## src/rtl/audio_playback_ctrl.sv

```systemverilog
// Playback sequencer: fractional sample-rate divider, prefill/underrun FSM and host flow control.
// Optional underrun counter port enabled by AUDIO_PLAYBACK_CTRL_UNDERRUN_CNT_EN.
module audio_playback_ctrl #(
  parameter int CLK_FREQ    = 12_000_000,
  parameter int SAMPLE_FREQ = 44_100,
  parameter int FILL_BITS   = 13,
  parameter int START_LEVEL = 4096,
  parameter int LOW_MARK    = 2048,
  parameter int HIGH_MARK   = 6144
) (
  input  logic                 clk,
  input  logic                 reset,
  input  logic                 enable,
  input  logic [FILL_BITS-1:0] fifo_fill,
  input  logic                 fifo_empty,
  input  logic                 fifo_full,
  output logic                 fifo_rd_en,
  output logic                 dac_reset,
  output logic                 host_ready,
  output logic [1:0]           state,
  output logic                 sample_tick
`ifdef AUDIO_PLAYBACK_CTRL_UNDERRUN_CNT_EN
  ,
  output logic [15:0]          underrun_count
`endif
);

  localparam int ACC_W = $clog2(CLK_FREQ) + 1;
  localparam logic [ACC_W-1:0]   CLK_F   = ACC_W'(CLK_FREQ);
  localparam logic [ACC_W-1:0]   SAMP_F  = ACC_W'(SAMPLE_FREQ);
  localparam logic [FILL_BITS:0] START_L = (FILL_BITS + 1)'(START_LEVEL);
  localparam logic [FILL_BITS:0] LOW_L   = (FILL_BITS + 1)'(LOW_MARK);
  localparam logic [FILL_BITS:0] HIGH_L  = (FILL_BITS + 1)'(HIGH_MARK);

  typedef enum logic [1:0] {
    IDLE     = 2'd0,
    PREFILL  = 2'd1,
    PLAY     = 2'd2,
    UNDERRUN = 2'd3
  } state_t;

  state_t             state_q, state_next;
  logic [ACC_W-1:0]   acc_q, acc_next, sum;
  logic               tick_next;
  logic               rd_next;
  logic               host_next;
  logic [FILL_BITS:0] fill_ext;

  assign fill_ext = {1'b0, fifo_fill};
  assign state    = state_q;

  // Fractional divider: wraps at CLK_FREQ, carrying the remainder into the next period.
  always_comb begin
    sum       = acc_q + SAMP_F;
    tick_next = (sum >= CLK_F);
    acc_next  = tick_next ? (sum - CLK_F) : sum;
  end

  always_comb begin
    state_next = state_q;
    rd_next    = 1'b0;
    case (state_q)
      IDLE:     if (enable) state_next = PREFILL;
      PREFILL:  if ((fill_ext >= START_L) || fifo_full) state_next = PLAY;
      PLAY: begin
        if (sample_tick) begin
          if (fifo_empty) state_next = UNDERRUN;
          else            rd_next    = 1'b1;
        end
      end
      UNDERRUN: state_next = PREFILL;
      default:  state_next = IDLE;
    endcase
    // Disable overrides everything, including a read requested on this tick.
    if (!enable) begin
      state_next = IDLE;
      rd_next    = 1'b0;
    end
  end

  always_comb begin
    host_next = host_ready;
    if (fifo_full || (fill_ext >= HIGH_L)) host_next = 1'b0;
    else if (fill_ext <= LOW_L)            host_next = 1'b1;
  end

  always_ff @(posedge clk) begin
    if (reset) begin
      state_q     <= IDLE;
      acc_q       <= '0;
      sample_tick <= 1'b0;
      fifo_rd_en  <= 1'b0;
      dac_reset   <= 1'b1;
      host_ready  <= 1'b1;
    end else begin
      state_q     <= state_next;
      acc_q       <= acc_next;
      sample_tick <= tick_next;
      fifo_rd_en  <= rd_next;
      dac_reset   <= (state_next != PLAY);
      host_ready  <= host_next;
    end
  end

`ifdef AUDIO_PLAYBACK_CTRL_UNDERRUN_CNT_EN
  logic [15:0] underrun_cnt_q;

  always_ff @(posedge clk) begin
    if (reset) begin
      underrun_cnt_q <= '0;
    end else if ((state_q == PLAY) && (state_next == UNDERRUN) && (underrun_cnt_q != '1)) begin
      underrun_cnt_q <= underrun_cnt_q + 16'd1;
    end
  end

  assign underrun_count = underrun_cnt_q;
`endif

endmodule

```

## config.mk

```make
export PLATFORM = sky130hd
export DESIGN_NAME = audio_playback_ctrl
export DESIGN_NICKNAME = d
export VERILOG_FILES = /design/src/rtl/audio_playback_ctrl.sv
export SDC_FILE = /design/constraint.sdc
export NUM_CORES = 1
export LEC_CHECK = 0
export ABC_AREA = 1
export BUFFER_PORTS_ARGS = -buffer_cell sky130_fd_sc_hd__buf_2
export CORE_MARGIN = 4
export CORE_UTILIZATION = 50
export DETAILED_ROUTE_END_ITERATION = 8
export PLACE_DENSITY = 0.69
export SYNTH_ARGS = -nofsm -noshare
export SYNTH_HDL_FRONTEND = slang
export SYNTH_SLANG_ARGS = --single-unit
```

## constraint.sdc

```tcl
create_clock -name clk -period 3.35 [get_ports clk]
set_clock_uncertainty 0.15 [all_clocks]
set_input_delay 0.67 -clock clk [delete_from_list [all_inputs] [get_ports clk]]
set_output_delay 0.67 -clock clk [all_outputs]
set_load 0.01 [all_outputs]
```

==> impl_results.md, run 1 <==
- EDFF count, synth: 0
- Top post-synthesis cells by area: dfxtp_1 22%, nand2_1 21%, nand3_1 9.9%, nor2_1 9.9%, inv_1 6.1%
- Initial antenna violation count: 0
- N_diodes: 0
- CP required: around 3400 ps
- Measured slew at the worst slew-check pin: 446 ps
- Critical Path AT: 2840 ps
- Area leader, netlist: dfxtp_1
- Yosys cell types: 34
- Count of input and output buffers: 23
- # Post-CTS Setup Buffers: 0
- CP startpoint kind: register
- CTS Sinks: 29
- Crit path from: acc_q[2]
- Setup TNS: 0 ps
- Synth async-reset ratio: 0
- Hold Crit Class: reg -> reg
- Max FO, Critical Path: 21
- Worst path top cell family by delay: simple AND/OR/NAND/NOR gates
- Max Cap Violations: 0
- Post-DR vias/cell: 5.03
- Clock transition at path regs: approximately 60 ps
- Critical Setup Path Class: reg -> reg
- Hold_buf cts: 0
- Util after Layout: 0.564
- Gr ovfl total: 0
- Nets: 501
- Top post-synthesis cells by count: 149 x nand2_1, 69 x nor2_1, 52 x nand3_1, 43 x inv_1, 29 x dfxtp_1
- Total Power: around 950 uW
- Endpoint type of the worst setup path: register
- DRT Wirelength: between 6 and 7 mm
- Fin cells: between 500 and 600
- Number of synthesized register bits: 29
- Full die area: about 6500 um2
- Root Driver: clkbuf_8
- Top-level I/O count: 24
- DR pass1 iterations: 5
- Min Tclk post-route: about 2800 ps
- Vias: between 2k and 3k
- Buf/Inv on CP: 3
- Critical path's most frequent cell: nand2_1
- Max Clk Rate: 355 MHz
- GRT Util Overall: 0.220
- Most frequent cell after synthesis: nand2_1
- DP Wirelength: between 5 and 6 mm
- Max Slew Vio Count: 0
- Vias in the first global route: 2527
- CP max stage delay: roughly 400 ps
- Drc violations: 0
- Synth Net Count: about 480
- Share of layout cells above drive strength 1: 0.180
- Crit Reg-Reg Startpoint: acc_q[2]
- Largest net degree at the start of global routing: 22
- Detail Route Antenna Nets: 0
- CTS tree: done
- Post-synthesis sequential area ratio: 0.221
- Placed instance count: roughly 540
- YS warnings: 0
- Min-delay src: acc_q[2]
- Leakage: 0.00140 uW
- Clk Latency, worst-skew pair: 280 ps
- Worst R2R Setup Slack: 530 ps
- Worst-path cell with the longest stage delay: dfxtp_1
- Final setup vio count: 0
- Sequence of cells on the critical path: ha_1 -> nand3_1 -> nand2_1 -> nand2_1 -> nand2_1 -> nand2_1 -> inv_2 -> ha_1 -> inv_1 -> nor2_1 -> nand2_1 -> nor2_1 -> nand2_1 -> nor3_4 -> nand2_4 -> nand2_4 -> inv_1 -> nor2_1 -> nor2_1
- Fill cells: between 500 and 600
- Synth top area share: 0.221
- Synthesized area: 2630 um2
- Mapped Avg Cell Area: between 5 and 6 um2
- First-pass GRT wire length: 11.2 mm
- Core Area: between 5000 and 6000 um2
- TritonCTS Buffers: 5
- Row Count: 26
- Status: finished, final reports clean
- Cells after Synth: between 400 and 500
- DR WL/cell: around 12 um
- Max_slew headroom: 0.699
- Die span in y: roughly 80 um
- Die width: 80.5 um
- Initial DRC count: 140
- Final period util: 0.841
- Most used DFF post-synth: dfxtp_1
- GP Congestion: 0.916
- Max IR drop VDD: 0.258 mV
- Htree depth: 2
- CTS resizes: 0
- RSZ-0062 raised after global routing: no
- Synthesis-to-finish area growth: 9.67%
- Clk buf depth: 2
- Power Dens Cells: around 330 nW/um2
- Starting Density: 0.514
- Final Hold Vio Count: 0
[path summary, 6_finish.rpt]
kind | cells after the start | end
setup / recovery | 19 | acc_q[23]
hold / removal | 1 | acc_q[2]
setup reg to reg | 19 | acc_q[23]
hold reg to reg | 1 | acc_q[2]
[cell type report]
cell class | count | area, um2 | share of cell area
Clock buffer | 7 | 96.3 | 0.0334
Clock inverter | 1 | 5.00 | 0.00174
Inverter | 58 | 218 | 0.0756
Multi-Input combinational cell | 361 | 1780 | 0.617
Sequential cell | 29 | 581 | 0.202
Tap cell | 70 | 87.6 | 0.0304
Timing Repair Buffer | 23 | 115 | 0.0400
[cell families after synthesis]
kind of cell,count (synthesis),synth area share
buffers and inverters,65,0.102
flip-flops,29,0.221
AO/OA/AOI/OAI,21,0.0567
AND/OR/NAND/NOR,326,0.566
XOR/XNOR,9,0.0300
adder cells (fa/ha/maj),5,0.0238
[through the flow]
step	worst slack [ps]	hold slack (ps)	cell area (um2)
2_1_floorplan	906	291	2630
3_3_place_gp	624	307	2780
3_5_place_dp	518	324	2780
4_1_cts	506	338	2880
5_1_grt	132	392	2880
6_report	533	330	2880
[registers in the layout, indices dropped and copies added (netlist names)]
name and count:
state 2, host_ready 1, acc_q 23, sample_tick 1, dac_reset 1, fifo_rd_en 1
[power by group]
part	switching (uW)	internal (uW)
Combinational	158	86.8
Clock	125	185
Sequential	30.1	365
[metal layers]
metal / up-vias / part of all wire / track usage
met5: - / 0 / 0
met4: 0 / 0.016 / 0.0659
met3: 9 / 0.064 / 0.0314
met2: 81 / 0.44 / 0.352
met1: 1193 / 0.48 / 0.305
li1: 1481 / - / -
[cell usage in the layout, fill, tap and decap left out, types with 5 or more instances in the layout]
cell,instances
a21oi_2,8
nand2_4,5
clkbuf_8,7
nand4_1,14
xor2_1,8
a21oi_1,5
nand3_1,52
inv_1,43
nand2_2,14
buf_2,23
dfxtp_1,29
inv_2,15
ha_1,5
nor2_2,6
nand2_1,149
nor2_1,69
Power figures use the tool's default switching activity.
==> run 2: changes to the inputs <==
Settings changed: PLACE_DENSITY 0.69 to 0.72.
Clock period 3.35 ns to 2.59 ns, I/O delays scaled along.
==> run 2 against run 1 <==
Non-clock buffer count is 10 higher. Core utilization is 3.9 points higher. Critical path type unchanged. Clock power is 16% higher. Sequential power is 30% higher. Via count is 4.4% higher. Critical endpoint is now acc_q[14].
==> impl_results.md, run 2 (same netlist as run 1, synthesis figures left out) <==
- Status: finished, final reports clean
- Fin cells: 559 (+1.8%)
- Root Driver: clkbuf_8
- Power Dens Cells: 397 nW/um2 (+20%)
- Max FO, Critical Path: 13 (-38%)
- N_diodes: 0 (unchanged)
- Final period util: 0.944 (+0.103)
- Max Slew Vio Count: 0 (unchanged)
- Measured slew at the worst slew-check pin: 450 ps (+4.34 ps)
- Detail Route Antenna Nets: 0 (unchanged)
- DRT met1 WL: 3.10 mm (-1.6%)
- Placed Area: 2860 um2 (+2.9%)
- Initial antenna violation count: 0 (unchanged)
- Largest Register: acc_q
- Placed instance count: 550 (+1.7%)
- DRT Wirelength: 6.81 mm (+4.4%)
- Leakage: 0.00147 uW (+5.6%)
- Max IR drop VDD: 0.369 mV (+43%)
- Full die area: 6480 um2 (unchanged)
- DR pass1 iterations: 5 (unchanged)
- CP max stage delay: 420 ps (+30 ps)
- FF-to-FF End: acc_q[14]
- GP Congestion: 0.863 (-5.8%)
- Die span in y: 80.5 um (unchanged)
- Vias: 2886 (+4.4%)
- Worst R2R Setup Slack: 140 ps (-390 ps)
- Crit Reg-Reg Startpoint: acc_q[16]
- Buf/Inv on CP: 3 (unchanged)
- Synthesis-to-finish area growth: 17.2%
- Hold Crit Class: in -> reg
- Commonest non-fill, non-tap cell in the layout: nand2_1
- Util after Layout: 0.603 (+0.0387)
- TritonCTS Buffers: 5 (unchanged)
- DR WL/cell: 12.2 um (+2.6%)
- Row Count: 26 (unchanged)
- Largest net degree at the start of global routing: 17 (-23%)
- Highest Signal Layer: met4
- Htree depth: 2 (unchanged)
- Max_slew headroom: 0.696 (-0.00293)
- RSZ-0062 raised after global routing: yes
- Drc violations: 0 (unchanged)
- Clk buf depth: 2 (unchanged)
- Hold_buf cts: 0 (unchanged)
- CP required: 2650 ps (-720 ps)
- Critical Setup Path Class: reg -> reg
- Endpoint type of the worst setup path: register
- Critical Path AT: 2500 ps (-340 ps)
- Starting Density: 0.514 (unchanged)
- Min Tclk post-route: 2450 ps (-372 ps)
- GRT Util Overall: 0.222 (+0.00236)
- Crit path from: acc_q[16]
- Core Area: 5110 um2 (unchanged)
- Die width: 80.5 um (unchanged)
- Final instance area: 3080 um2 (+6.9%)
- WL met3: 443 um (+6.0%)
- CP startpoint kind: register
- Initial DRC count: 235 (+68%)
- Critical path's most frequent cell: nor2_1
- Clock transition at path regs: 60 ps (about the same)
- Max Clk Rate: 409 MHz (+15%)
- DP Wirelength: 5.43 mm (+0.85%)
- Final Hold Vio Count: 0 (unchanged)
- Worst path top cell family by delay: simple AND/OR/NAND/NOR gates
- Top-level I/O count: 24 (unchanged)
- Most frequent cells in the layout: 140 x nand2_1, 63 x nor2_1, 50 x nand3_1
- Count of input and output buffers: 23 (unchanged)
- Gr ovfl total: 0 (unchanged)
- Final setup vio count: 0 (unchanged)
- Worst-path cell with the longest stage delay: dfxtp_1
- Nets: 511 (+2.0%)
- Share of layout cells above drive strength 1: 0.262 (+0.0822)
- Post-DR vias/cell: 5.16 (+2.5%)
- Reg2reg path depth: 17 (-2)
- Max Cap Violations: 0 (unchanged)
- Max reg flops: 23 (unchanged)
- First-pass GRT wire length: 11.3 mm (+1.1%)
- Clk Latency, worst-skew pair: 280 ps (about the same)
- Vias in the first global route: 2573 (+1.8%)
- WL met2: 3.16 mm (+11%)
- Sequence of cells on the critical path: nand2_1 -> nor2_1 -> inv_1 -> nor2_1 -> nor2_1 -> nand2_2 -> nand2_2 -> nand2_2 -> inv_1 -> nor2_1 -> nand3_2 -> nand2_1 -> nand2_4 -> nand2_8 -> buf_12 -> nand2_1 -> a21oi_2
- WP depth: 17 (-2)
- Min-delay src: fifo_empty
- CTS tree: done
- CTS Sinks: 29 (unchanged)
- Worst setup path end: acc_q[14]
[run 2: cell types whose count changed in the layout (fill, tap and decap cells not counted), sizes merged]
cell,before,now
clkinvlp,0,1
clkbuf,7,5
buf,23,33
clkinv,1,2
[run 2: worst min-delay path by stage]
stage | to | slack, ps | depth (start not counted)
after global placement | acc_q[2] | 310 | 1
final | fifo_rd_en | 250 | 2
after global routing | fifo_rd_en | 260 | 2
after CTS | fifo_rd_en | 250 | 2
after detailed placement | acc_q[2] | 320 | 1
after floorplan | acc_q[2] | 290 | 1
[run 2: metal layers]
layer | track usage | vias up
met1 | 0.291 | 1285
met2 | 0.377 | 88
met3 | 0.0359 | 12
li1 | - | 1501
met5 | 0 | -
met4 | 0.0574 | 0
[run 2: timing repair]
item,CTS,global route
buffers inserted,0,1
endpoints found under the hold margin,0,0
endpoints found under the setup margin,0,18
gates resized for setup,0,44
[run 2: cell type report]
cell class,instances,area (um2)
fill,506,2030
multi-input combinational,361,1880
sequential,29,601
inverter,58,218
timing repair buffer,33,210
tap,70,87.6
clock buffer,5,68.8
clock inverter,3,17.5
[run 2: power breakdown]
part | switching (uW) | internal, uW
clock | 176 | 185
sequential | 39.9 | 475
combinational | 222 | 124
total | 438 | 784
[run 2: per-stage QoR]
stage / TNS [ps] / worst slack (ps) / hold WS (ps) / power (uW)
after floorplan: 0 / 146 / 291 / 763
after global placement: 0 / 127 / 306 / 839
after detailed placement: 0 / 38.2 / 319 / 846
after CTS: 0 / 3.72 / 249 / 1210
after global routing: -101 / -32.4 / 265 / 1300
final: 0 / 145 / 253 / 1220
==> run 3: changes to the inputs <==
--- a/config.mk
+++ b/config.mk
@@ -11,4 +11,6 @@
 export CORE_UTILIZATION = 50
+export CTS_BUF_LIST = sky130_fd_sc_hd__clkbuf_2
 export DETAILED_ROUTE_END_ITERATION = 8
 export PLACE_DENSITY = 0.72
+export RECOVER_POWER = 25
 export SYNTH_ARGS = -nofsm -noshare
==> constraint.sdc (replaced) <==
create_clock -name clk -period 2.59 [get_ports clk]
set_clock_uncertainty 0.15 [all_clocks]
set_input_delay 0.1295 -clock clk [delete_from_list [all_inputs] [get_ports clk]]
set_output_delay 0.1295 -clock clk [all_outputs]
set_load 0.01 [all_outputs]
==> run 3 against run 2 <==
Worst setup slack better by 15 ps. Global-route usage rose by 0.68 points. Non-clock buffer count increased by 13. Critical path type unchanged. Largest power group unchanged.
==> impl_results.md, run 3 (same netlist as run 1, synthesis figures left out) <==
- Status: finished, final reports clean
- Max Cap Violations: 0 (unchanged)
- Full die area: 6480 um2 (unchanged)
- Initial antenna violation count: 0 (unchanged)
- Post-DR vias/cell: 5.17 (about the same)
- Largest Register: acc_q
- DRT met1 WL: 3.22 mm (+4.0%)
- Util after Layout: 0.624 (+0.0216)
- Pre-CTS WS: 38.2 ps (unchanged)
- Max Slew Vio Count: 0 (unchanged)
- Row Count: 26 (unchanged)
- Hold Slack: 319 ps (+66.3 ps)
- Core Area: 5110 um2 (unchanged)
- Endpoint type of the worst setup path: register
- Root Driver: clkbuf_2
- Leakage: 0.00153 uW (+3.8%)
- Starting Density: 0.514 (unchanged)
- Htree depth: 2 (unchanged)
- Die width: 80.5 um (unchanged)
- Nets: 524 (+2.5%)
- Final Hold Vio Count: 0 (unchanged)
- Largest net degree at the start of global routing: 17 (unchanged)
- Synthesis-to-finish area growth: 21.4%
- CP max stage delay: 460 ps (+40 ps)
- CTS Sinks: 29 (unchanged)
- Initial DRC count: 273 (+16%)
- DR pass1 iterations: 5 (unchanged)
- Vias in the first global route: 2615 (+1.6%)
- WL met3: 403 um (-9.0%)
- Sequence of cells on the critical path: inv_2 -> nor2_2 -> nand2_1 -> o21bai_1 -> inv_2 -> nand2_4 -> nand2_2 -> nand2_4 -> nand2_4 -> inv_2 -> nand2_1 -> nor3_4 -> nand2_4 -> nand2_8 -> buf_12 -> nand2_1 -> a21oi_2
- Max_slew headroom: 0.702 (+0.00576)
- DP Wirelength: 5.43 mm (unchanged)
- Detail Route Antenna Nets: 0 (unchanged)
- CP startpoint kind: register
- Top-level I/O count: 24 (unchanged)
- DRT Wirelength: 7.27 mm (+6.7%)
- Critical Path AT: 2570 ps (+70 ps)
- GRT Util Overall: 0.229 (+0.00678)
- Max reg flops: 23 (unchanged)
- Max IR drop VDD: 0.278 mV (-25%)
- Highest Signal Layer: met4
- Worst path top cell family by delay: simple AND/OR/NAND/NOR gates
- Final setup vio count: 0 (unchanged)
- Commonest non-fill, non-tap cell in the layout: nand2_1
- Worst Slack Setup Final: 160 ps (+15.0 ps)
- CTS tree: done
- Vias: 2956 (+2.4%)
- Clock transition at path regs: 150 ps (+90 ps)
- Measured slew at the worst slew-check pin: 441 ps (-8.54 ps)
- Power Dens Cells: 351 nW/um2 (-11%)
- Hold Crit Class: reg -> reg
- Critical path's most frequent cell: nand2_4
- Max FO, Critical Path: 13 (unchanged)
- Share of layout cells above drive strength 1: 0.263 (+0.00119)
- Drc violations: 0 (unchanged)
- CP required: 2730 ps (+80 ps)
- TritonCTS Buffers: 5 (unchanged)
- Final period util: 0.938 (-0.00579)
- Clk buf depth: 2 (unchanged)
- Clk Latency, worst-skew pair: 360 ps (+80 ps)
- First-pass GRT wire length: 11.6 mm (+2.9%)
- N_diodes: 0 (unchanged)
- Die span in y: 80.5 um (unchanged)
- Max Clk Rate: 411 MHz (+0.62%)
- Min Tclk post-route: 2430 ps (-15.0 ps)
- WL met2: 3.56 mm (+13%)
- Count of input and output buffers: 23 (unchanged)
- Buf/Inv on CP: 4 (+1)
- DR WL/cell: 12.7 um (+4.3%)
- Worst-path cell with the longest stage delay: dfxtp_2
- Most frequent cells in the layout: 140 x nand2_1, 63 x nor2_1, 49 x nand3_1
- Critical Setup Path Class: reg -> reg
- GP Congestion: 0.863 (unchanged)
- Gr ovfl total: 0 (unchanged)
-- run 3: routing by layer --
layer	vias to the layer above	GRT usage
li1	1527	-
met1	1334	0.298
met2	87	0.391
met3	8	0.0359
met4	0	0.0625
met5	-	0
-- run 3: stage by stage --
stage | cell area, um2 | TNS, ps | std cells | total power, uW
floorplan | 2630 | 0 | 455 | 763
finish | 3190 | 0 | 572 | 1120
CTS | 2980 | 0 | 566 | 1080
detailed placement | 2860 | 0 | 550 | 846
global placement | 2860 | 0 | 550 | 839
global route | 3190 | -34.5 | 572 | 1190
-- run 3: worst register-to-register path: stages (launching register included) --
cell	delay, ps
dfxtp_2	460
inv_2	80
nor2_2	80
nand2_1	130
o21bai_1	190
inv_2	80
nand2_4	100
nand2_2	80
nand2_4	90
nand2_4	70
inv_2	60
nand2_1	70
nor3_4	220
nand2_4	100
nand2_8	110
buf_12	130
nand2_1	70
a21oi_2	120
-- run 3: final timing paths --
check	startpoint	to	slack [ps]	cells after the start
worst max-delay path	acc_q[12]	acc_q[14]	160	17
worst max register to register	acc_q[12]	acc_q[14]	160	17
worst min register to register	acc_q[2]	acc_q[2]	320	1
worst min-delay path	acc_q[2]	acc_q[2]	320	1
-- run 3: what timing repair did --
item | 4_1_cts | 5_1_grt
hold buffers | 8 | 0
resized for setup | 1 | 52
endpoints found under the hold margin | 10 | 0
setup buffers | 0 | 6
pin swaps | 0 | 11
setup endpoints to repair | 1 | 18
-- run 3: power by group --
part           internal, uW  total, uW  switching (uW)  leakage (uW)
sequential              476        518            41.9      0.000243
combinational           140        371             231       0.00126
clock                  63.0        231             168     0.0000287
total                   679       1120             441       0.00153
-- run 3: cell type report --
type / count / area, um2
Tap cell: 70 / 87.6
Sequential cell: 29 / 607
Multi-Input combinational cell: 361 / 1910
Clock buffer: 5 / 25.0
Timing Repair Buffer: 46 / 323
Inverter: 58 / 218
Clock inverter: 3 / 17.5
Fill cell: 502 / 1920
